[src/rtl/pll_lock_sequencer_if.sv]
// PLL-side and status signals of the PLL lock sequencer.
// master = sequencer, slave = PLL / downstream logic.
interface pll_lock_sequencer_if #(
    parameter int MAX_RETRIES = 3
);
    localparam int RW = $clog2(MAX_RETRIES + 1);

    logic          PLL_LOCK;
    logic          RESTART;
    logic          PLL_RESETB;
    logic          PLL_BYPASS;
    logic          SYS_RESETN;
    logic          LOCKED;
    logic          FAULT;
    logic [RW-1:0] RETRY_CNT;

    modport master (
        input  PLL_LOCK, RESTART,
        output PLL_RESETB, PLL_BYPASS, SYS_RESETN,
        output LOCKED, FAULT, RETRY_CNT
    );

    modport slave (
        output PLL_LOCK, RESTART,
        input  PLL_RESETB, PLL_BYPASS, SYS_RESETN,
        input  LOCKED, FAULT, RETRY_CNT
    );
endinterface

[src/rtl/pll_lock_sequencer.sv]
// Holds the PLL in reset, waits for stable lock with timeout and retries,
// then releases system reset; falls back to bypass when lock never comes.
module pll_lock_sequencer #(
    parameter int RST_HOLD_CYCLES    = 16,
    parameter int LOCK_TIMEOUT       = 4096,
    parameter int LOCK_STABLE_CYCLES = 256,
    parameter int MAX_RETRIES        = 3
) (
    input logic                   REFERENCECLK,
    input logic                   RESET,
    pll_lock_sequencer_if.master  pll
);
    localparam int HW = $clog2(RST_HOLD_CYCLES + 1);
    localparam int TW = $clog2(LOCK_TIMEOUT + 1);
    localparam int SW = $clog2(LOCK_STABLE_CYCLES + 1);
    localparam int RW = $clog2(MAX_RETRIES + 1);

    localparam logic [HW-1:0] HOLD_LAST = HW'(RST_HOLD_CYCLES - 1);
    localparam logic [TW-1:0] TMR_LAST  = TW'(LOCK_TIMEOUT - 1);
    localparam logic [SW-1:0] STB_LAST  = SW'(LOCK_STABLE_CYCLES - 1);
    localparam logic [RW-1:0] RETRY_MAX = RW'(MAX_RETRIES);

    typedef enum logic [2:0] {
        S_HOLD, S_WAIT, S_STABLE, S_RUN, S_FAULT
    } state_t;

    state_t        state, state_n;
    logic [HW-1:0] hold_cnt, hold_n;
    logic [TW-1:0] tmr, tmr_n, tmr_inc;
    logic [SW-1:0] stb_cnt, stb_n;
    logic [RW-1:0] retry, retry_n;
    logic          lock_m, lock_s;
    logic          resetb_q, bypass_q, sysrstn_q, locked_q, fault_q;

    // PLL_LOCK is asynchronous to REFERENCECLK
    always_ff @(posedge REFERENCECLK or negedge RESET) begin
        if (!RESET) begin
            lock_m <= 1'b0;
            lock_s <= 1'b0;
        end else begin
            lock_m <= pll.PLL_LOCK;
            lock_s <= lock_m;
        end
    end

    assign tmr_inc = (tmr == TMR_LAST) ? tmr : tmr + 1'b1;

    always_comb begin
        state_n = state;
        hold_n  = hold_cnt;
        tmr_n   = tmr;
        stb_n   = stb_cnt;
        retry_n = retry;
        if (pll.RESTART) begin
            state_n = S_HOLD;
            hold_n  = '0;
            tmr_n   = '0;
            stb_n   = '0;
            retry_n = '0;
        end else begin
            unique case (state)
                S_HOLD: begin
                    if (hold_cnt == HOLD_LAST) begin
                        state_n = S_WAIT;
                        hold_n  = '0;
                        tmr_n   = '0;
                    end else begin
                        hold_n = hold_cnt + 1'b1;
                    end
                end
                S_WAIT: begin
                    tmr_n = tmr_inc;
                    if (lock_s) begin
                        state_n = S_STABLE;
                        stb_n   = '0;
                    end else if (tmr == TMR_LAST) begin
                        retry_n = retry + 1'b1;
                        hold_n  = '0;
                        state_n = (retry_n == RETRY_MAX) ? S_FAULT : S_HOLD;
                    end
                end
                S_STABLE: begin
                    // timer keeps running so chatter cannot extend the window
                    tmr_n = tmr_inc;
                    if (!lock_s) begin
                        state_n = S_WAIT;
                    end else if (stb_cnt == STB_LAST) begin
                        state_n = S_RUN;
                    end else begin
                        stb_n = stb_cnt + 1'b1;
                    end
                end
                S_RUN: begin
                    if (!lock_s) begin
                        state_n = S_HOLD;
                        hold_n  = '0;
                        retry_n = '0;
                    end
                end
                S_FAULT: state_n = S_FAULT;
                default: state_n = S_HOLD;
            endcase
        end
    end

    always_ff @(posedge REFERENCECLK or negedge RESET) begin
        if (!RESET) begin
            state     <= S_HOLD;
            hold_cnt  <= '0;
            tmr       <= '0;
            stb_cnt   <= '0;
            retry     <= '0;
            resetb_q  <= 1'b0;
            bypass_q  <= 1'b0;
            sysrstn_q <= 1'b0;
            locked_q  <= 1'b0;
            fault_q   <= 1'b0;
        end else begin
            state     <= state_n;
            hold_cnt  <= hold_n;
            tmr       <= tmr_n;
            stb_cnt   <= stb_n;
            retry     <= retry_n;
            resetb_q  <= state_n inside {S_WAIT, S_STABLE, S_RUN};
            bypass_q  <= state_n == S_FAULT;
            sysrstn_q <= state_n inside {S_RUN, S_FAULT};
            locked_q  <= state_n == S_RUN;
            fault_q   <= state_n == S_FAULT;
        end
    end

    assign pll.PLL_RESETB = resetb_q;
    assign pll.PLL_BYPASS = bypass_q;
    assign pll.SYS_RESETN = sysrstn_q;
    assign pll.LOCKED     = locked_q;
    assign pll.FAULT      = fault_q;
    assign pll.RETRY_CNT  = retry;
endmodule

[src/flat_wrapper.sv]
// flat-port wrapper written by rule: the top's interface ports become plain ports
module pll_lock_sequencer_flat 
#(
    parameter int RST_HOLD_CYCLES    = 16,
    parameter int LOCK_TIMEOUT       = 4096,
    parameter int LOCK_STABLE_CYCLES = 256,
    parameter int MAX_RETRIES        = 3
)
  (REFERENCECLK, RESET, pll_PLL_LOCK, pll_RESTART, pll_PLL_RESETB, pll_PLL_BYPASS, pll_SYS_RESETN, pll_LOCKED, pll_FAULT, pll_RETRY_CNT);
  pll_lock_sequencer_if #(.MAX_RETRIES(MAX_RETRIES)) pll_i ();
  input logic REFERENCECLK;
  input logic RESET;
  input wire logic [$bits(pll_i.PLL_LOCK)-1:0] pll_PLL_LOCK;
  input wire logic [$bits(pll_i.RESTART)-1:0] pll_RESTART;
  output wire logic [$bits(pll_i.PLL_RESETB)-1:0] pll_PLL_RESETB;
  output wire logic [$bits(pll_i.PLL_BYPASS)-1:0] pll_PLL_BYPASS;
  output wire logic [$bits(pll_i.SYS_RESETN)-1:0] pll_SYS_RESETN;
  output wire logic [$bits(pll_i.LOCKED)-1:0] pll_LOCKED;
  output wire logic [$bits(pll_i.FAULT)-1:0] pll_FAULT;
  output wire logic [$bits(pll_i.RETRY_CNT)-1:0] pll_RETRY_CNT;
  assign pll_i.PLL_LOCK = pll_PLL_LOCK;
  assign pll_i.RESTART = pll_RESTART;
  assign pll_PLL_RESETB = pll_i.PLL_RESETB;
  assign pll_PLL_BYPASS = pll_i.PLL_BYPASS;
  assign pll_SYS_RESETN = pll_i.SYS_RESETN;
  assign pll_LOCKED = pll_i.LOCKED;
  assign pll_FAULT = pll_i.FAULT;
  assign pll_RETRY_CNT = pll_i.RETRY_CNT;
  pll_lock_sequencer #(.RST_HOLD_CYCLES(RST_HOLD_CYCLES), .LOCK_TIMEOUT(LOCK_TIMEOUT), .LOCK_STABLE_CYCLES(LOCK_STABLE_CYCLES), .MAX_RETRIES(MAX_RETRIES)) u_core (.REFERENCECLK(REFERENCECLK), .RESET(RESET), .pll(pll_i));
endmodule
[config.mk]
export PLATFORM = sky130hd
export DESIGN_NAME = pll_lock_sequencer_flat
export DESIGN_NICKNAME = d
export VERILOG_FILES = /design/src/rtl/pll_lock_sequencer_if.sv /design/src/rtl/pll_lock_sequencer.sv /design/src/flat_wrapper.sv
export SDC_FILE = /design/constraint.sdc
export NUM_CORES = 1
export LEC_CHECK = 0
export CORE_MARGIN = 2
export CORE_UTILIZATION = 35
export DETAILED_ROUTE_END_ITERATION = 8
export GPL_ROUTABILITY_DRIVEN = 1
export PLACE_DENSITY_LB_ADDON = 0.1
export RECOVER_POWER = 50
export SLEW_MARGIN = 20
export SYNTH_ARGS = -nofsm -noshare
export SYNTH_HDL_FRONTEND = slang
export SYNTH_SLANG_ARGS = --single-unit
[constraint.sdc]
create_clock -name REFERENCECLK -period 4.75 [get_ports REFERENCECLK]
set_clock_uncertainty 0.1 [all_clocks]
set_input_delay 0.475 -clock REFERENCECLK [delete_from_list [all_inputs] [get_ports REFERENCECLK]]
set_output_delay 0.475 -clock REFERENCECLK [all_outputs]
set_load 0.02 [all_outputs]
==> results of run 1 <==
[placed cells by master, fill, tap and decap left out, types with 2 or more instances in the layout]
| cell type | instances |
|---|---|
| o21ai_0 | 10 |
| ha_1 | 5 |
| clkbuf_8 | 6 |
| nand3_1 | 8 |
| a21oi_1 | 18 |
| nand2_1 | 12 |
| a21boi_0 | 2 |
| nand4_1 | 3 |
| a21o_1 | 2 |
| and3_1 | 8 |
| clkdlybuf4s50_1 | 7 |
| nor2_1 | 15 |
| or4_1 | 2 |
| o211ai_1 | 5 |
| mux2i_1 | 5 |
| inv_1 | 9 |
| a41oi_1 | 5 |
| a31o_2 | 2 |
| and2_1 | 2 |
| a31oi_1 | 6 |
| nor3_1 | 4 |
| and4_1 | 2 |
| o21ai_1 | 3 |
| dfrtp_1 | 38 |
| dlygate4sd3_1 | 2 |
| nor2b_1 | 4 |
| nand2b_1 | 4 |
| a22o_1 | 3 |
[routing by layer]
metal  wire length, um  vias up
met2              2200       28
li1                  -      837
met5                 0        -
met1              2100      815
met3               125        5
met4                44        0
[worst register-to-register path, delay by kind of cell, from the launching register on]
| kind | cells | cell delay [ps] |
|---|---|---|
| AOI/OAI and AO/OA | 2 | 500 |
| adders and majority gates | 2 | 440 |
| DFF | 1 | 400 |
| and+or+nand+nor | 5 | 1100 |
[registers in the layout, summed over array words and instances (netlist names)]
signal,count
u_core.hold_cnt,5
u_core.lock_s,1
u_core.pll.SYS_RESETN,1
u_core.pll.PLL_RESETB,1
u_core.pll.LOCKED,1
u_core.pll.RETRY_CNT,2
u_core.tmr,13
u_core.lock_m,1
u_core.stb_cnt,9
u_core.state,3
u_core.pll.PLL_BYPASS,1
[area by class of cell]
| class | count | area (sq um) | area share, % |
|---|---|---|---|
| Clock buffer | 6 | 82.6 | 3.50 |
| Timing Repair Buffer | 11 | 101 | 4.30 |
| Inverter | 10 | 37.5 | 1.59 |
| Sequential cell | 38 | 951 | 40.3 |
| Multi-Input combinational cell | 159 | 1080 | 45.8 |
| Clock inverter | 2 | 12.5 | 0.531 |
| Tap cell | 75 | 93.8 | 3.98 |
[cells by family (layout without fill, tap and decap cells)]
logic type               Yosys count  in the layout  synth area share (%)
AND/OR/NAND/NOR                   76             76                  21.3
AO/OA/AOI/OAI                     71             71                  23.3
flip-flops                        38             38                  44.9
buffers and inverters             20             29                  4.25
multiplexers                       6              6                  2.89
adder cells (fa/ha/maj)            5              5                  2.95
XOR/XNOR                           1              1                 0.413
[worst min path at each step]
stage / to / from / cells after the start
finish: u_core.lock_s / u_core.lock_m / 0
global route: u_core.lock_s / u_core.lock_m / 0
CTS: u_core.pll.PLL_RESETB / RESET / 1
detailed placement: u_core.lock_s / u_core.lock_m / 0
global placement: u_core.lock_s / u_core.lock_m / 0
floorplan: u_core.hold_cnt[0] / RESET / 0
[through the flow]
step | cell area (sq um) | hold slack, ps
after floorplan | 2120 | 79.4
after global placement | 2260 | 234
after detailed placement | 2260 | 237
after CTS | 2360 | 221
after global routing | 2360 | 260
final | 2360 | 254
[power by group]
part / internal, W / switching (W)
logic: 0.0000139 / 0.0000219
registers: 0.000329 / 0.00000691
clock network: 0.000117 / 0.000118
total: 0.000460 / 0.000147
==> impl_metrics.csv, run 1 <==
group,metric,value,unit
status,status,"complete, but fails checks",
status,violations,"capacitance limit, slew limit",
clocking,worst_skew_pair.late_latency,290,ps
synth,synth.net_count,226,
routing,antenna_left,0,
clocking,cts_sinks,38,
synth,ys_seq_area_share,44.9,%
grt,grtUsageTotal,15.1,%
grt,grtUsageMet2,25.9,%
synth,synth_area_leaders,"dfrtp_1, a21oi_1, ha_1",
critical_path,cp.arrival,2730,ps
sta,max_slew_margin,-33.0,%
critical_path,crit_buf_inv,0,
critical_path,path_max_fanout,6,
routing,drt_iter0_markers,21,
routing,via_per_inst,5.60,
placed_design,hpwl,3130,um
grt,grt_util_met1,18.9,%
critical_path,r2r_setup_slack,2090,ps
clocking,cts_buffer_depth,2,
floorplanning,die_h,81.8,um
grt,gr-total-overflow,0,
placed_design,dp_slack,1950,ps
placed_design,port_buffers,10,
critical_path,critPathMaxStageDelay,400,ps
critical_path,crit_path_start,"u_core.stb_cnt[0]",
clocking,cts-root-buf,"clkbuf_8",
final_layout,nFillCells,613,
critical_path,cp-end-kind,"flop",
synth,synth_most_common_cell,"dfrtp_1",
clocking,path_clk_slew,80,ps
routing,drt-total-wl,4470,um
routing,drc,0,
floorplanning,die_w,81.8,um
final_layout,final_cells,301,
sta,rsz0062_at_grt,"no",
power_and_ir_drop,leakagePower,1.01,nW
final_layout,post-route-util,40.1,%
synth,post_synth.cell_area_avg,9.77,sq um
critical_path,endpoint,"u_core.stb_cnt[4]",
sta,hold_viol,0,
floorplanning,start_util,36.0,%
clocking,cts_setup_buffers,0,
sta,max_freq,376,MHz
clocking,cts_resized,0,
clocking,cts_made_buffers,5,
min_path,hp-class,"flop to flop",
synth,synth_ff_type,"dfrtp_1",
grt,grt_pass1_wl,7760,um
sta,worst_pin_slew,2000,ps
floorplanning,die_area,6690,sq um
synth,ys_ff_latch,38,
critical_path,regToRegStartpoint,"u_core.stb_cnt[0]",
critical_path,cp.depth,9,
critical_path,crit_required,4830,ps
floorplanning,coreArea,5890,sq um
routing,vias,1685,
critical_path,r2r-end,"u_core.stb_cnt[4]",
job,maxCapViolCount,1,
power_and_ir_drop,vdd_drop_max,0.000120,V
grt,grt_max_degree,39,
final_layout,nNetsFinal,234,
critical_path,cp-start-kind,"flop",
critical_path,r2r_cells,9,
power_and_ir_drop,power,0.000607,W
routing,drt_first_pass_iters,4,
synth,synth_edf_count,0,
sta,setup_viol,0,
clocking,cts_tree,"yes",
sta,period_share,55.9,%
grt,grt_pass1_vias,1678,
clocking,cts_hold_buf,0,
sta,setup_tns,0,ps
synth,synth_top_area_cell,"dfrtp_1",
placed_design,gp_congestion,0.742,
critical_path,path_cells,"ha_1, and3_1, and3_1, and3_1, ha_1, nor3b_2, o21ai_1, and2_1, o41ai_1",
grt,grt_antenna_before_repair,0,
power_and_ir_drop,power_density,257,nW/um^2
synth,synthTopCellsByCount,"dfrtp_1, a21oi_1, nor2_1, nand2_1, o21ai_0",
final_layout,diodes,0,
sta,min_period,2660,ps
synth,ys_types,59,
critical_path,cpMostUsedCell,"and3_1",
grt,grt_util_met3,2.97,%
grt,top_usage_layer,"met2",
synth,syn_inst,217,
synth,yosysTopAreaCellShare,44.9,%
floorplanning,io_pins,11,
synth,syn_area,2120,sq um
synth,synth_warnings,0,
clocking,htreeDepth,2,
synth,ys_async_sr_fraction,100,%
critical_path,cp_slowest_cell,"dfrtp_1",
sta,maxSlewViolCount,39,
floorplanning,rows,28,
routing,wl_per_cell,14.9,um
final_layout,layout-drive-gt1-share,10.2,%
final_layout,areaGrowthSynthToFinish,11.2,%
placed_design,place_inst,293,
critical_path,path_delay_family,"simple AND/OR/NAND/NOR gates",
critical_path,critical_path_class,"flop to flop",
sta,finalWorstSetupSlack,2090,ps
(Power assumes the default switching activity.)
==> run 2: changes to the inputs <==
==> constraint.sdc (replaced) <==
create_clock -name REFERENCECLK -period 2.5 [get_ports REFERENCECLK]
set_clock_uncertainty 0.1 [all_clocks]
set_input_delay 0.25 -clock REFERENCECLK [delete_from_list [all_inputs] [get_ports REFERENCECLK]]
set_output_delay 0.25 -clock REFERENCECLK [all_outputs]
set_load 0.02 [all_outputs]
==> run 2 against run 1 <==
Largest power group unchanged. Clock-buffer cell count is 1 lower. Maximum frequency is 12% higher. Sequential share of layout area is 1.6 points lower. Sequential cell count stayed put. Wire length grew 3.8%. Via count is 1.7% higher. Global-route usage increased by 0.61 points. The flow now finishes without violations. Sequential power grew 90%.
==> impl_metrics.csv, run 2 (synthesis gave the netlist of run 1 again) <==
group,metric,value,unit
status,status,"complete, no violations",
power_and_ir_drop,vdd_drop_max,0.000278,V
grt,top_usage_layer,"met2",
critical_path,crit_required,2580,ps
final_layout,nNetsFinal,242,
clocking,path_clk_slew,80,ps
final_layout,final_cells,309,
routing,drt_first_pass_iters,4,
floorplanning,die_area,6690,sq um
placed_design,placed_area,2320,sq um
floorplanning,die_h,81.8,um
grt,grt_pass1_wl,8140,um
sta,rsz0062_at_grt,"no",
power_and_ir_drop,power_density,503,nW/um^2
sta,max_freq,423,MHz
final_layout,regMostFlops,"u_core.tmr",
clocking,cts_sinks,38,
final_layout,diodes,0,
grt,grt_antenna_before_repair,0,
clocking,cts_tree,"yes",
routing,wl_per_cell,15.0,um
clocking,cts_made_buffers,5,
grt,grt_util_met3,2.64,%
grt,grtUsageMet2,25.9,%
sta,setup_tns,0,ps
placed_design,port_buffers,10,
critical_path,critical_path_class,"flop to flop",
critical_path,r2r_cells,9,
critical_path,cp-start-kind,"flop",
critical_path,r2r_setup_slack,130,ps
job,maxCapViolCount,0,
power_and_ir_drop,leakagePower,1.07,nW
routing,drt-total-wl,4640,um
floorplanning,die_w,81.8,um
sta,period_share,94.7,%
power_and_ir_drop,power,0.00124,W
grt,grt_util_met1,20.8,%
min_path,hold_path_depth,0,
min_path,whs_endpoint,"u_core.lock_s",
floorplanning,coreArea,5890,sq um
floorplanning,io_pins,11,
clocking,cts_setup_buffers,0,
sta,maxSlewViolCount,0,
final_layout,largest_reg_flops,13,
sta,max_slew_margin,36.6,%
routing,via_per_inst,5.55,
final_layout,reg_top3,"u_core.tmr x13, u_core.stb_cnt x9, u_core.hold_cnt x5",
routing,vias,1714,
grt,gr-total-overflow,0,
final_layout,layout-drive-gt1-share,15.4,%
sta,min_period,2370,ps
grt,grt_max_degree,39,
final_layout,layout_common_cells,"dfrtp_1, a21oi_1, nor2_1, nand2_1, o21ai_0",
critical_path,regToRegStartpoint,"u_core.stb_cnt[0]",
sta,worst_pin_slew,951,ps
sta,setup_viol,0,
critical_path,path_max_fanout,5,
grt,grt_pass1_vias,1678,
routing,antenna_left,0,
final_layout,areaGrowthSynthToFinish,15.9,%
critical_path,cp-end-kind,"flop",
critical_path,r2r-end,"u_core.stb_cnt[0]",
clocking,cts-root-buf,"clkbuf_8",
final_layout,finish.instance_area,2460,sq um
grt,grtUsageTotal,15.7,%
min_path,min_from,"u_core.lock_m",
clocking,htreeDepth,2,
clocking,cts_buffer_depth,2,
routing,drt_iter0_markers,51,
placed_design,hpwl,3250,um
floorplanning,rows,28,
floorplanning,start_util,36.0,%
critical_path,cp.arrival,2450,ps
placed_design,gp_congestion,0.762,
sta,hold_viol,0,
min_path,hp-class,"flop to flop",
placed_design,place_inst,300,
routing,drc,0,
final_layout,final_common_cell,"dfrtp_1",
clocking,worst_skew_pair.late_latency,290,ps
[run 2: cell count changes in the layout (fill, tap and decap cells not counted), sizes merged]
cell and change:
clkinv +1, bufinv +1, clkinvlp -1, clkbuf -1, buf +7, dlygate4sd3 +1
[run 2: area by class of cell]
class / count / area [sq um]
sequential: 38 / 951
fill: 586 / 3430
tap: 75 / 93.8
clock inverter: 3 / 40.0
multi-input combinational: 159 / 1100
inverter: 10 / 37.5
clock buffer: 5 / 68.8
timing repair buffer: 19 / 165
[run 2: timing repair]
action,4_1_cts,5_1_grt
setup endpoints to repair,0,9
gates resized for setup,0,7
endpoints found under the hold margin,3,0
hold buffers,1,0
[run 2: how the worst max path moves through the flow]
| stage | slack, ps | cells after the start | from | to |
|---|---|---|---|---|
| finish | 130 | 9 | u_core.stb_cnt[0] | u_core.stb_cnt[0] |
| detailed placement | 60 | 9 | u_core.stb_cnt[0] | u_core.stb_cnt[4] |
| floorplan | 120 | 9 | u_core.stb_cnt[0] | u_core.stb_cnt[4] |
| global placement | 110 | 9 | u_core.stb_cnt[0] | u_core.stb_cnt[4] |
| CTS | 40 | 9 | u_core.stb_cnt[0] | u_core.stb_cnt[4] |
| global route | 8 | 9 | u_core.stb_cnt[0] | u_core.stb_cnt[0] |
[run 2: power by group]
part           switching (W)  internal (W)
Combinational      0.0000430     0.0000317
Clock               0.000230      0.000294
Sequential         0.0000131      0.000625
Total               0.000286      0.000950
[run 2: through the flow]
| stage | worst slack [ps] | utilization, % | hold WS [ps] |
|---|---|---|---|
| 3_3_place_gp | 106 | 39.3 | 233 |
| 5_1_grt | 8.48 | 41.8 | 271 |
| 6_report | 134 | 41.8 | 254 |
| 3_5_place_dp | 56.1 | 39.3 | 238 |
| 4_1_cts | 41.0 | 41.4 | 258 |
| 2_1_floorplan | 115 | - | -146 |
[run 2: layer usage]
layer / wire [um] / up-vias / share of wire [%]
met3: 82 / 7 / 1.8
met5: 0 / - / 0
li1: - / 852 / -
met2: 2280 / 20 / 49
met1: 2220 / 835 / 48
met4: 63 / 0 / 1.4
[run 2: critical path: stages (launching register included)]
cell     delay [ps]
dfrtp_1         400
ha_2            190
and3_1          190
and3_4          180
and3_1          180
ha_1            190
nor3b_2         250
o21ai_1         120
and2_4          190
mux2_2          260
==> run 3: changes to the inputs <==
--- a/config.mk
+++ b/config.mk
@@ -6,7 +6,8 @@
 export NUM_CORES = 1
 export LEC_CHECK = 0
 export CORE_MARGIN = 2
-export CORE_UTILIZATION = 35
+export CORE_UTILIZATION = 59
+export CTS_CLUSTER_DIAMETER = 200
 export DETAILED_ROUTE_END_ITERATION = 8
 export GPL_ROUTABILITY_DRIVEN = 1
 export PLACE_DENSITY_LB_ADDON = 0.1
==> run 3 against run 2 <==
Maximum frequency increased by 0.19%. Sequential share of layout area increased by 0.66 points. Via count increased by 4.1%. Final area decreased by 1.7%. Clock power decreased by 36%. Die area decreased by 39%. Sequential power about the same. Register-to-register slack about the same. Clock-buffer cell count increased by 2. Global-route usage increased by 8.0 points. Core utilization increased by 30 points.
==> impl_metrics.csv, run 3 (synthesis gave the netlist of run 1 again) <==
group,metric,value,unit
status,status,"complete, no violations",
critical_path,r2r_cells,10,
critical_path,crit_required,2680,ps
grt,gr-total-overflow,0,
critical_path,r2r-end,"u_core.pll.PLL_RESETB",
power_and_ir_drop,leakagePower,1.05,nW
routing,drt-total-wl,4590,um
critical_path,critPathMaxStageDelay,390,ps
clocking,cts_buffer_depth,2,
final_layout,largest_reg_flops,13,
sta,max_slew_margin,38.5,%
sta,hold_viol,0,
sta,min_period,2360,ps
power_and_ir_drop,vdd_drop_max,0.000340,V
clocking,cts_made_buffers,5,
critical_path,critical_path_class,"flop to flop",
sta,worst_pin_slew,923,ps
final_layout,layout_common_cells,"dfrtp_1, a21oi_1, nor2_1, nand2_1",
final_layout,regMostFlops,"u_core.tmr",
critical_path,r2r_setup_slack,140,ps
floorplanning,die_w,63.9,um
sta,setup_viol,0,
placed_design,port_buffers,10,
critical_path,cp-end-kind,"flop",
sta,setup_tns,0,ps
clocking,path_clk_slew,110,ps
clocking,htreeDepth,2,
min_path,min_from,"u_core.lock_m",
final_layout,diodes,0,
critical_path,path_cells,"ha_2, and3_4, and3_4, and3_4, ha_4, nor3b_2, buf_4, buf_4, a221o_1, o22ai_2",
grt,grtUsageTotal,23.7,%
grt,grt_pass1_wl,7600,um
critical_path,cp.arrival,2540,ps
grt,grt_pass1_vias,1768,
floorplanning,rows,21,
grt,grt_max_degree,39,
critical_path,cp-start-kind,"flop",
critical_path,path_max_fanout,4,
clocking,worst_skew_pair.late_latency,350,ps
final_layout,post-route-util,71.3,%
sta,period_share,94.5,%
placed_design,place_inst,268,
floorplanning,die_h,63.9,um
final_layout,areaGrowthSynthToFinish,14.0,%
routing,drc,0,
clocking,cts-root-buf,"clkbuf_4",
min_path,hold_path_depth,0,
sta,hold_slack,267,ps
critical_path,cp_slowest_cell,"dfrtp_1",
routing,drt_iter0_markers,159,
clocking,cts_tree,"yes",
final_layout,reg_top3,"u_core.tmr x13, u_core.stb_cnt x9, u_core.hold_cnt x5",
routing,antenna_left,0,
routing,drt_first_pass_iters,5,
floorplanning,die_area,4090,sq um
sta,max_freq,423,MHz
final_layout,layout-drive-gt1-share,17.8,%
final_layout,nNetsFinal,244,
placed_design,gp_congestion,0.886,
routing,via_per_inst,6.33,
routing,wl_per_cell,16.3,um
floorplanning,coreArea,3390,sq um
floorplanning,io_pins,11,
grt,grt_antenna_before_repair,0,
placed_design,hpwl,3100,um
final_layout,final_common_cell,"dfrtp_1",
routing,vias,1785,
sta,rsz0062_at_grt,"no",
job,maxCapViolCount,0,
clocking,cts_sinks,38,
power_and_ir_drop,power_density,434,nW/um^2
sta,maxSlewViolCount,0,
final_layout,final_cells,282,
critical_path,regToRegStartpoint,"u_core.stb_cnt[1]",
critical_path,cpMostUsedCell,"and3_4",
min_path,whs_endpoint,"u_core.lock_s",
min_path,hp-class,"flop to flop",
floorplanning,start_util,62.5,%
[run 3: cell types whose count changed in the layout (fill, tap and decap cells not counted), moves of 2 or more]
cell | previous run | this run
clkbuf_4 | 0 | 5
and3_1 | 6 | 4
clkbuf_8 | 5 | 1
buf_4 | 8 | 10
[run 3: area by class of cell]
type | instances | area [sq um]
clock buffer | 7 | 55.1
inverter | 10 | 37.5
sequential | 38 | 951
multi-input combinational | 159 | 1130
fill | 246 | 973
tap | 46 | 57.6
timing repair buffer | 21 | 180
clock inverter | 1 | 5.00
[run 3: worst max path at each step]
stage                           start  depth (start not counted)                    end
floorplan           u_core.stb_cnt[0]                          9      u_core.stb_cnt[4]
global placement    u_core.stb_cnt[0]                          9      u_core.stb_cnt[4]
detailed placement  u_core.stb_cnt[0]                          9      u_core.stb_cnt[4]
CTS                 u_core.stb_cnt[0]                          9      u_core.stb_cnt[4]
global route        u_core.stb_cnt[1]                         10  u_core.pll.PLL_RESETB
finish              u_core.stb_cnt[1]                         10  u_core.pll.PLL_RESETB
[run 3: metrics by stage]
| step | power, W | worst slack, ps | instance area (sq um) |
|---|---|---|---|
| finish | 0.00105 | 138 | 2420 |
| global route | 0.00109 | 49.6 | 2420 |
| CTS | 0.00106 | 11.1 | 2360 |
| detailed placement | 0.000722 | 21.0 | 2260 |
| global placement | 0.000718 | 109 | 2260 |
| floorplan | 0.000687 | 115 | 2120 |
[run 3: critical path: cells and delay by family, from the launching register on]
family | cells | cell delay, ps
DFF | 1 | 390
AOI/OAI and AO/OA | 2 | 540
adders and majority gates | 2 | 360
buffers and inverters | 2 | 290
and+or+nand+nor | 4 | 630
[run 3: per-layer routing]
layer / global-route usage, % / part of all wire, % / up-vias
li1: - / - / 858
met1: 27.6 / 44 / 857
met2: 41.7 / 49 / 61
met3: 5.99 / 4.8 / 9
met4: 8.70 / 1.4 / 0
met5: 0 / 0 / -
[run 3: timing repair]
| item | CTS | global route |
|---|---|---|
| pin swaps | 1 | 6 |
| setup endpoints to repair | 1 | 11 |
| hold endpoints to repair | 38 | 0 |
| hold buffers | 1 | 0 |
| cloned | 0 | 0 |
| buffers inserted | 4 | 2 |
| resized for setup | 0 | 12 |
[run 3: report_power, final]
group	internal, W	switching, W	total (W)
Clock	0.000136	0.000201	0.000337
Combinational	0.0000309	0.0000429	0.0000738
Sequential	0.000625	0.0000131	0.000638
